### src/rtl/clk_source_pkg.sv
// Shared constants for the NoC clock/reset source: parameter defaults,
// legal parameter ranges and the hold counter width.
package clk_source_pkg;

    localparam int SYNC_STAGES_DEF = 2;
    localparam int SYNC_STAGES_MIN = 2;
    localparam int SYNC_STAGES_MAX = 8;

    localparam int HOLD_CYCLES_DEF = 4;
    localparam int HOLD_CYCLES_MIN = 0;
    localparam int HOLD_CYCLES_MAX = 255;

    // Wide enough to hold HOLD_CYCLES_MAX without wrapping.
    localparam int HOLD_W = 8;

    function automatic bit params_legal(int sync_stages, int hold_cycles);
        return (sync_stages >= SYNC_STAGES_MIN) && (sync_stages <= SYNC_STAGES_MAX) &&
               (hold_cycles >= HOLD_CYCLES_MIN) && (hold_cycles <= HOLD_CYCLES_MAX);
    endfunction

endpackage

### src/rtl/clk_source_reset_sync.sv
// Reset release synchronizer: a flop chain that is preset to all ones by
// arst and shifts in zeros on each clk rising edge.
module reset_sync #(
    parameter int STAGES = 1
) (
    input  logic clk,
    input  logic arst,
    output logic sync_out
);

    logic [STAGES-1:0] chain_q;
    logic [STAGES-1:0] chain_d;

    // Shift a zero in at the bottom of the chain each edge.
    always_comb begin
        chain_d    = '0;
        chain_d[0] = 1'b0;
        for (int i = 1; i < STAGES; i++) begin
            chain_d[i] = chain_q[i-1];
        end
    end

    // Chain register, preset to all ones while arst is high.
    always_ff @(posedge clk or posedge arst) begin
        if (arst) begin
            chain_q <= '1;
        end else begin
            chain_q <= chain_d;
        end
    end

    assign sync_out = chain_q[STAGES-1];

endmodule

### src/rtl/clk_source.sv
// NoC clock/reset source: passes clk_in straight through and generates a
// reset that asserts asynchronously and releases SYNC_STAGES+HOLD_CYCLES
// rising edges after reset_in falls.
module clk_source
    import clk_source_pkg::*;
#(
    parameter int SYNC_STAGES = SYNC_STAGES_DEF,
    parameter int HOLD_CYCLES = HOLD_CYCLES_DEF
) (
    input  logic clk_in,
    input  logic reset_in,
    output logic clk_out,
    output logic reset_out
);

    if (!params_legal(SYNC_STAGES, HOLD_CYCLES)) begin : g_bad_params
        $error("clk_source: SYNC_STAGES must be %0d..%0d and HOLD_CYCLES %0d..%0d",
               SYNC_STAGES_MIN, SYNC_STAGES_MAX, HOLD_CYCLES_MIN, HOLD_CYCLES_MAX);
    end

    localparam logic [HOLD_W-1:0] HOLD_LIMIT = HOLD_W'(HOLD_CYCLES);

    logic              sync_out;
    logic [HOLD_W-1:0] hold_cnt_q;
    logic [HOLD_W-1:0] hold_cnt_d;
    logic              reset_out_q;
    logic              reset_out_d;

    assign clk_out = clk_in;

    // The reset_out flop acts as the last synchronizer stage, so the
    // sub-module chain is one flop shorter. That lands the release exactly
    // on edge SYNC_STAGES+HOLD_CYCLES, including the HOLD_CYCLES=0 case.
    reset_sync #(
        .STAGES (SYNC_STAGES - 1)
    ) u_reset_sync (
        .clk      (clk_in),
        .arst     (reset_in),
        .sync_out (sync_out)
    );

    // Saturating hold count once the chain has flushed; release is sticky.
    always_comb begin
        hold_cnt_d  = hold_cnt_q;
        reset_out_d = reset_out_q;
        if (!sync_out) begin
            if (hold_cnt_q != HOLD_LIMIT) begin
                hold_cnt_d = hold_cnt_q + HOLD_W'(1);
            end else begin
                reset_out_d = 1'b0;
            end
        end
    end

    // Hold counter cleared and reset_out set while reset_in is high.
    always_ff @(posedge clk_in or posedge reset_in) begin
        if (reset_in) begin
            hold_cnt_q  <= '0;
            reset_out_q <= 1'b1;
        end else begin
            hold_cnt_q  <= hold_cnt_d;
            reset_out_q <= reset_out_d;
        end
    end

    assign reset_out = reset_out_q;

endmodule

### config.mk
export PLATFORM = sky130hd
export DESIGN_NAME = clk_source
export DESIGN_NICKNAME = d
export VERILOG_FILES = /design/src/rtl/clk_source_pkg.sv /design/src/rtl/clk_source_reset_sync.sv /design/src/rtl/clk_source.sv
export SDC_FILE = /design/constraint.sdc
export NUM_CORES = 1
export LEC_CHECK = 0
export ABC_AREA = 1
export CAP_MARGIN = 30
export CORE_AREA = 8 8 45 47
export DETAILED_ROUTE_END_ITERATION = 7
export DIE_AREA = 0 0 53 55
export GPL_TIMING_DRIVEN = 0
export PLACE_DENSITY_LB_ADDON = 0.15
export SLEW_MARGIN = 30
export SYNTH_ARGS = -nofsm -noshare
export SYNTH_HDL_FRONTEND = slang
export SYNTH_SLANG_ARGS = --single-unit
### constraint.sdc
create_clock -name clk_in -period 1.65 [get_ports clk_in]
set_input_delay 0.495 -clock clk_in [delete_from_list [all_inputs] [get_ports clk_in]]
set_output_delay 0.495 -clock clk_in [all_outputs]
set_load 0.03 [all_outputs]
==> impl_metrics.env, run 1 <==
export IMPL_required_ps=1150
export IMPL_critPathKind="flip-flop to primary output"
export IMPL_ff2ff_path_depth=7
export IMPL_path_cells="buf_2"
export IMPL_yosysSeqAreaShare=0.434
export IMPL_rsz0062_at_grt="no"
export IMPL_drc=0
export IMPL_gr_usage_all_layers=0.0892
export IMPL_critPathBufInv=1
export IMPL_post_cts_buffers=0
export IMPL_cp_max_fo=2
export IMPL_diodes=0
export IMPL_ir_drop_v=0.000801
export IMPL_nets=91
export IMPL_cp_endpoint="reset_out"
export IMPL_dr_wl_met3_um=47
export IMPL_ys_warn_count=0
export IMPL_crit_start="reset_out"
export IMPL_timing_fmax_mhz=633
export IMPL_detail_route_vias_per_cell=4.27
export IMPL_critPathTopFamily="flip-flops"
export IMPL_dpl_hpwl_um=732
export IMPL_drt_wl_total_um=1040
export IMPL_cp_slowest_stage_delay_ps=520
export IMPL_reg2reg_from="hold_cnt_q[0]"
export IMPL_dr_pass1_iters=4
export IMPL_gp_congestion=0.770
export IMPL_start_kind="flip-flop"
export IMPL_worstPathArrival_ps=1080
export IMPL_antenna_found_initial=0
export IMPL_synthCells=78
export IMPL_power_density_nw_per_um2=1620
export IMPL_antenna_left=0
export IMPL_clk_pin_slew_ps=70
export IMPL_first_iter_violations=13
export IMPL_die_x_um=53
export IMPL_fin_crit_ps=1580
export IMPL_power_frac_comb=0.262
export IMPL_drive_gt1_frac=0.174
export IMPL_r2r_end="hold_cnt_q[4]"
export IMPL_cts_tree="yes"
export IMPL_die_height_um=55
export IMPL_slowest_stage="dfstp_2"
export IMPL_overflow=0
export IMPL_setup_viol=0
export IMPL_clock_skew_ps=2.26
export IMPL_rows=14
export IMPL_syn_area_per_cell_sq_um=7.46
export IMPL_leakage_nw=0.363
export IMPL_synth_seq_cells=10
export IMPL_drv_cap=0
export IMPL_placed_area_sq_um=632
export IMPL_power_switching_uw=421
export IMPL_fillCellCount=129
export IMPL_rrSetupSlack_ps=270
export IMPL_portBuffers=3
export IMPL_drv_slew=0
export IMPL_coreArea_sq_um=1380
export IMPL_grt_first_pass_wirelength_um=1880
export IMPL_synth_cell_area_sq_um=582
export IMPL_worstSkewPairLatency_ps=370
export IMPL_initial_utilization=0.420
export IMPL_dieArea_sq_um=2920
export IMPL_wl_met1_um=511
export IMPL_crit_path_end_kind="primary output"
export IMPL_routed_top_layer="met4"
export IMPL_crit_cells=1
export IMPL_num_io_pins=4
export IMPL_fin_util=0.490
export IMPL_hp_class="primary input to asynchronous set/reset pin"
export IMPL_grt_pass1_vias=456
export IMPL_hold_viol=0
export IMPL_status="complete, no violations"
export IMPL_wire_per_inst_um=10.2
export IMPL_dr_wl_met2_um=469
export IMPL_syn_to_final_growth_pct=16.6
export IMPL_syn_num_nets=82
export IMPL_internal_power_uw=676
export IMPL_final_area_sq_um=678
export IMPL_layout_worst_path_cycle_share=0.957
export IMPL_grt_max_degree=11
export IMPL_vias=436
export IMPL_ys_types=17
export IMPL_p_clk_frac=0.391
export IMPL_seq_power_share=0.347
export IMPL_swShare=0.384
-- cells in the final DEF (no fill, tap or decap), drive strengths merged --
cell	instances
nand2	37
nor2	9
inv	8
dfrtp	8
clkbuf	6
xor2	3
nand3	3
ha	2
dfstp	2
o21ai	2
buf	2
a21boi	1
nand3b	1
clkdlybuf4s50	1
conb	1
-- worst register-to-register path, stage by stage, from the launching register on --
cell and delay [ps]:
dfrtp_1 400, inv_1 90, ha_1 210, nand3_2 110, nor2_2 60, nor2_2 280
nand2_1 90, nand2_1 70
-- area by class of cell --
class / instances / area [sq um] / share of cell area
Clock buffer: 7 / 68.8 / 0.101
Timing Repair Buffer: 2 / 15.0 / 0.0221
Multi-Input combinational cell: 59 / 292 / 0.430
Inverter: 8 / 30.0 / 0.0443
Tap cell: 16 / 20.0 / 0.0295
Sequential cell: 10 / 253 / 0.373
-- per-layer routing --
metal / up-vias / GRT usage
li1: 248 / -
met1: 178 / 0.105
met2: 7 / 0.129
met3: 3 / 0.0348
met4: 0 / 0.0647
met5: - / 0
-- power groups by stage --
stage | combinational, mW | clock, mW | sequential [mW]
detailed placement | 0.286 | 0.135 | 0.387
global route | 0.336 | 0.456 | 0.393
global placement | 0.284 | 0.135 | 0.384
CTS | 0.289 | 0.494 | 0.382
floorplan | 0.244 | 0.0908 | 0.370
finish | 0.288 | 0.429 | 0.381
-- cells in the mapped netlist --
cell type,instances,area share
nor2_2,2,0.022
nand3_1,2,0.017
nand3b_1,1,0.013
buf_4,1,0.013
conb_1,1,0.0064
nor2_1,7,0.045
nand2_2,1,0.011
dfrtp_1,8,0.34
xor2_1,3,0.045
inv_1,8,0.052
o21ai_4,1,0.028
o21ai_0,1,0.0086
dfstp_2,2,0.090
nand3_2,1,0.017
ha_1,2,0.043
a21boi_1,1,0.013
nand2_1,36,0.23
-- logic make-up after synthesis --
group | count (synthesis) | synth area share
buffers and inverters | 9 | 0.0645
other | 1 | 0.00645
adders and majority gates | 2 | 0.0430
and+or+nand+nor | 50 | 0.357
DFF | 10 | 0.434
xor gates and xnor gates | 3 | 0.0452
AOI/OAI and AO/OA | 3 | 0.0495
-- how the worst min path moves through the flow --
stage	from	endpoint	depth (start not counted)	slack [ps]
3_3_place_gp	reset_out	reset_out	1	480
6_report	reset_in	hold_cnt_q[5]	2	390
2_1_floorplan	reset_in	hold_cnt_q[0]	1	330
5_1_grt	reset_in	hold_cnt_q[7]	2	430
3_5_place_dp	reset_out	reset_out	1	480
4_1_cts	reset_in	hold_cnt_q[1]	2	400
-- through the flow --
step	hold WS [ps]	std cells	worst slack, ps	total power [mW]	setup TNS, ps
global placement	480	97	-347	0.803	-360
detailed placement	479	97	-347	0.807	-366
CTS	404	103	-6.05	1.16	-6.05
floorplan	334	78	185	0.705	0
finish	392	102	71.3	1.10	0
global route	433	102	28.7	1.18	0
-- what timing repair did --
| action | in CTS | in global routing |
|---|---|---|
| endpoints found under the setup margin | 2 | 1 |
| hold buffers | 0 | 0 |
| resized for setup | 14 | 0 |
-- registers in the layout (all words and copies together) (netlist names) --
| signal | flops |
|---|---|
| u_reset_sync.sync_out | 1 |
| hold_cnt_q | 8 |
| reset_out | 1 |
No activity file was read; power rests on OpenSTA's default activity.
==> run 2: changes to the inputs <==
--- a/config.mk
+++ b/config.mk
@@ -10,6 +10,7 @@
 export CORE_AREA = 8 8 45 47
 export DETAILED_ROUTE_END_ITERATION = 7
 export DIE_AREA = 0 0 53 55
+export DONT_BUFFER_PORTS = 1
 export GPL_TIMING_DRIVEN = 0
 export PLACE_DENSITY_LB_ADDON = 0.15
 export SLEW_MARGIN = 30
==> constraint.sdc (replaced) <==
create_clock -name clk_in -period 1.65 [get_ports clk_in]
set_input_delay 0.495 -clock clk_in [delete_from_list [all_inputs] [get_ports clk_in]]
set_output_delay 0.495 -clock clk_in [all_outputs]
set_load 0.02 [all_outputs]
==> run 2 against run 1 <==
Net effect: setup slack improved by 25 ps; global-route usage rose by 0.28 points; core utilization fell by 1.5 points; combinational power barely moved; flip-flop and latch count did not move; sequential share of layout area rose by 1.2 points; final area fell by 3.1%; die area did not move; non-clock buffer count did not move; first-iteration DRC count fell by 31%; final cell count fell by 0.98%; total power fell by 8.2%.
==> impl_metrics.env, run 2 (synthesis gave the netlist of run 1 again) <==
export IMPL_status="complete, no violations"
export IMPL_wire_per_inst_um=10.2
export IMPL_hp_class="primary input to asynchronous set/reset pin"
export IMPL_gr_usage_all_layers=0.0919
export IMPL_rows=14
export IMPL_required_ps=1150
export IMPL_reg2reg_from="hold_cnt_q[0]"
export IMPL_antenna_found_initial=0
export IMPL_drc=0
export IMPL_power_density_nw_per_um2=1530
export IMPL_die_height_um=55
export IMPL_top_register="hold_cnt_q"
export IMPL_rrSetupSlack_ps=290
export IMPL_num_io_pins=4
export IMPL_overflow=0
export IMPL_worstSkewPairLatency_ps=380
export IMPL_crit_start="clk_in"
export IMPL_post_cts_buffers=0
export IMPL_cts_tree="yes"
export IMPL_cp_endpoint="clk_out"
export IMPL_gp_congestion=0.798
export IMPL_ir_drop_v=0.000716
export IMPL_detail_route_vias_per_cell=4.53
export IMPL_cp_max_fo=2
export IMPL_path_cells="clkbuf_4 > buf_6"
export IMPL_dpl_hpwl_um=745
export IMPL_vias=458
export IMPL_worstPathArrival_ps=1060
export IMPL_first_iter_violations=9
export IMPL_fin_util=0.475
export IMPL_antenna_left=0
export IMPL_grt_first_pass_wirelength_um=1790
export IMPL_layout_common_cells="nand2_1 (36), inv_1 (8), dfrtp_1 (8), nor2_1 (7), clkbuf_4 (5)"
export IMPL_hold_viol=0
export IMPL_critPathBufInv=2
export IMPL_diodes=0
export IMPL_power_mw=1.01
export IMPL_holdWs_ps=520
export IMPL_placed_area_sq_um=602
export IMPL_largest_reg_flops=8
export IMPL_coreArea_sq_um=1380
export IMPL_die_x_um=53
export IMPL_tns_ps=0
export IMPL_ff2ff_path_depth=7
export IMPL_dr_pass1_iters=4
export IMPL_drv_cap=0
export IMPL_top_usage_layer="met4"
export IMPL_r2r_end="hold_cnt_q[3]"
export IMPL_syn_to_final_growth_pct=12.9
export IMPL_setup_viol=0
export IMPL_final_area_sq_um=657
export IMPL_critPathTopFamily="buffers and inverters"
export IMPL_start_kind="clock port"
export IMPL_leakage_nw=0.349
export IMPL_cp_slowest_stage_delay_ps=120
export IMPL_clock_skew_ps=6.20
export IMPL_dieArea_sq_um=2920
export IMPL_drt_wl_total_um=1040
export IMPL_use_met1=0.102
export IMPL_grt_max_degree=11
export IMPL_portBuffers=0
export IMPL_critPathKind="clock port to primary output"
export IMPL_rsz0062_at_grt="no"
export IMPL_globalRouteMet3Util=0.0348
export IMPL_crit_cells=2
export IMPL_globalRouteMet2Util=0.113
export IMPL_final_common_cell="nand2_1"
export IMPL_clk_pin_slew_ps=70
export IMPL_grt_pass1_vias=437
export IMPL_drv_slew=0
export IMPL_crit_path_end_kind="primary output"
export IMPL_nets=90
export IMPL_drive_gt1_frac=0.153
export IMPL_initial_utilization=0.420
export IMPL_slowest_stage="buf_6"
[run 2: cell count changes in the layout (fill, tap and decap cells not counted), sizes merged]
cell           delta
buf               -1
clkdlybuf4s50     -1
dlygate4sd3       +1
[run 2: area by class of cell]
type | instances | area (sq um)
plain buffers | 1 | 11.3
clock buffers | 6 | 41.3
fillers | 141 | 727
inverters | 8 | 30.0
multi-input cells | 59 | 292
flip-flops and latches | 10 | 253
well taps | 16 | 20.0
repair buffers | 1 | 10.0
[run 2: layer usage]
layer	share of wire	routed length, um
met3	0.047	49
met5	0	0
met2	0.38	389
met1	0.52	539
met4	0.055	57
[run 2: how the worst min path moves through the flow]
stage	slack, ps	from	end	cells past startpoint
6_report	520	reset_in	hold_cnt_q[1]	2
5_1_grt	560	reset_in	hold_cnt_q[1]	2
4_1_cts	520	hold_cnt_q[3]	hold_cnt_q[3]	2
3_5_place_dp	390	reset_in	hold_cnt_q[3]	1
3_3_place_gp	380	reset_in	hold_cnt_q[4]	1
2_1_floorplan	330	reset_in	hold_cnt_q[0]	1
[run 2: power breakdown]
part	internal (mW)	switching, mW
Clock	0.194	0.147
Combinational	0.107	0.179
Sequential	0.309	0.0714
Total	0.611	0.397
[run 2: metrics by stage]
stage	setup WS, ps	std cells
6_report	96.6	101
2_1_floorplan	196	78
3_5_place_dp	196	94
5_1_grt	93.8	101
4_1_cts	94.9	101
3_3_place_gp	196	94
[run 2: timing repair]
item | in CTS | in global routing
resized for setup | 1 | 0
endpoints found under the hold margin | 8 | 0
endpoints found under the setup margin | 1 | 0
hold buffers | 1 | 0
==> run 3: changes to the inputs <==
--- a/config.mk
+++ b/config.mk
@@ -13,7 +13,7 @@
 export DONT_BUFFER_PORTS = 1
 export GPL_TIMING_DRIVEN = 0
 export PLACE_DENSITY_LB_ADDON = 0.15
-export SLEW_MARGIN = 30
+export SLEW_MARGIN = 20
 export SYNTH_ARGS = -nofsm -noshare
 export SYNTH_HDL_FRONTEND = slang
 export SYNTH_SLANG_ARGS = --single-unit
==> results of run 3 <==
Same layout as run 2: the final DEF is identical, and so are final timing and power.
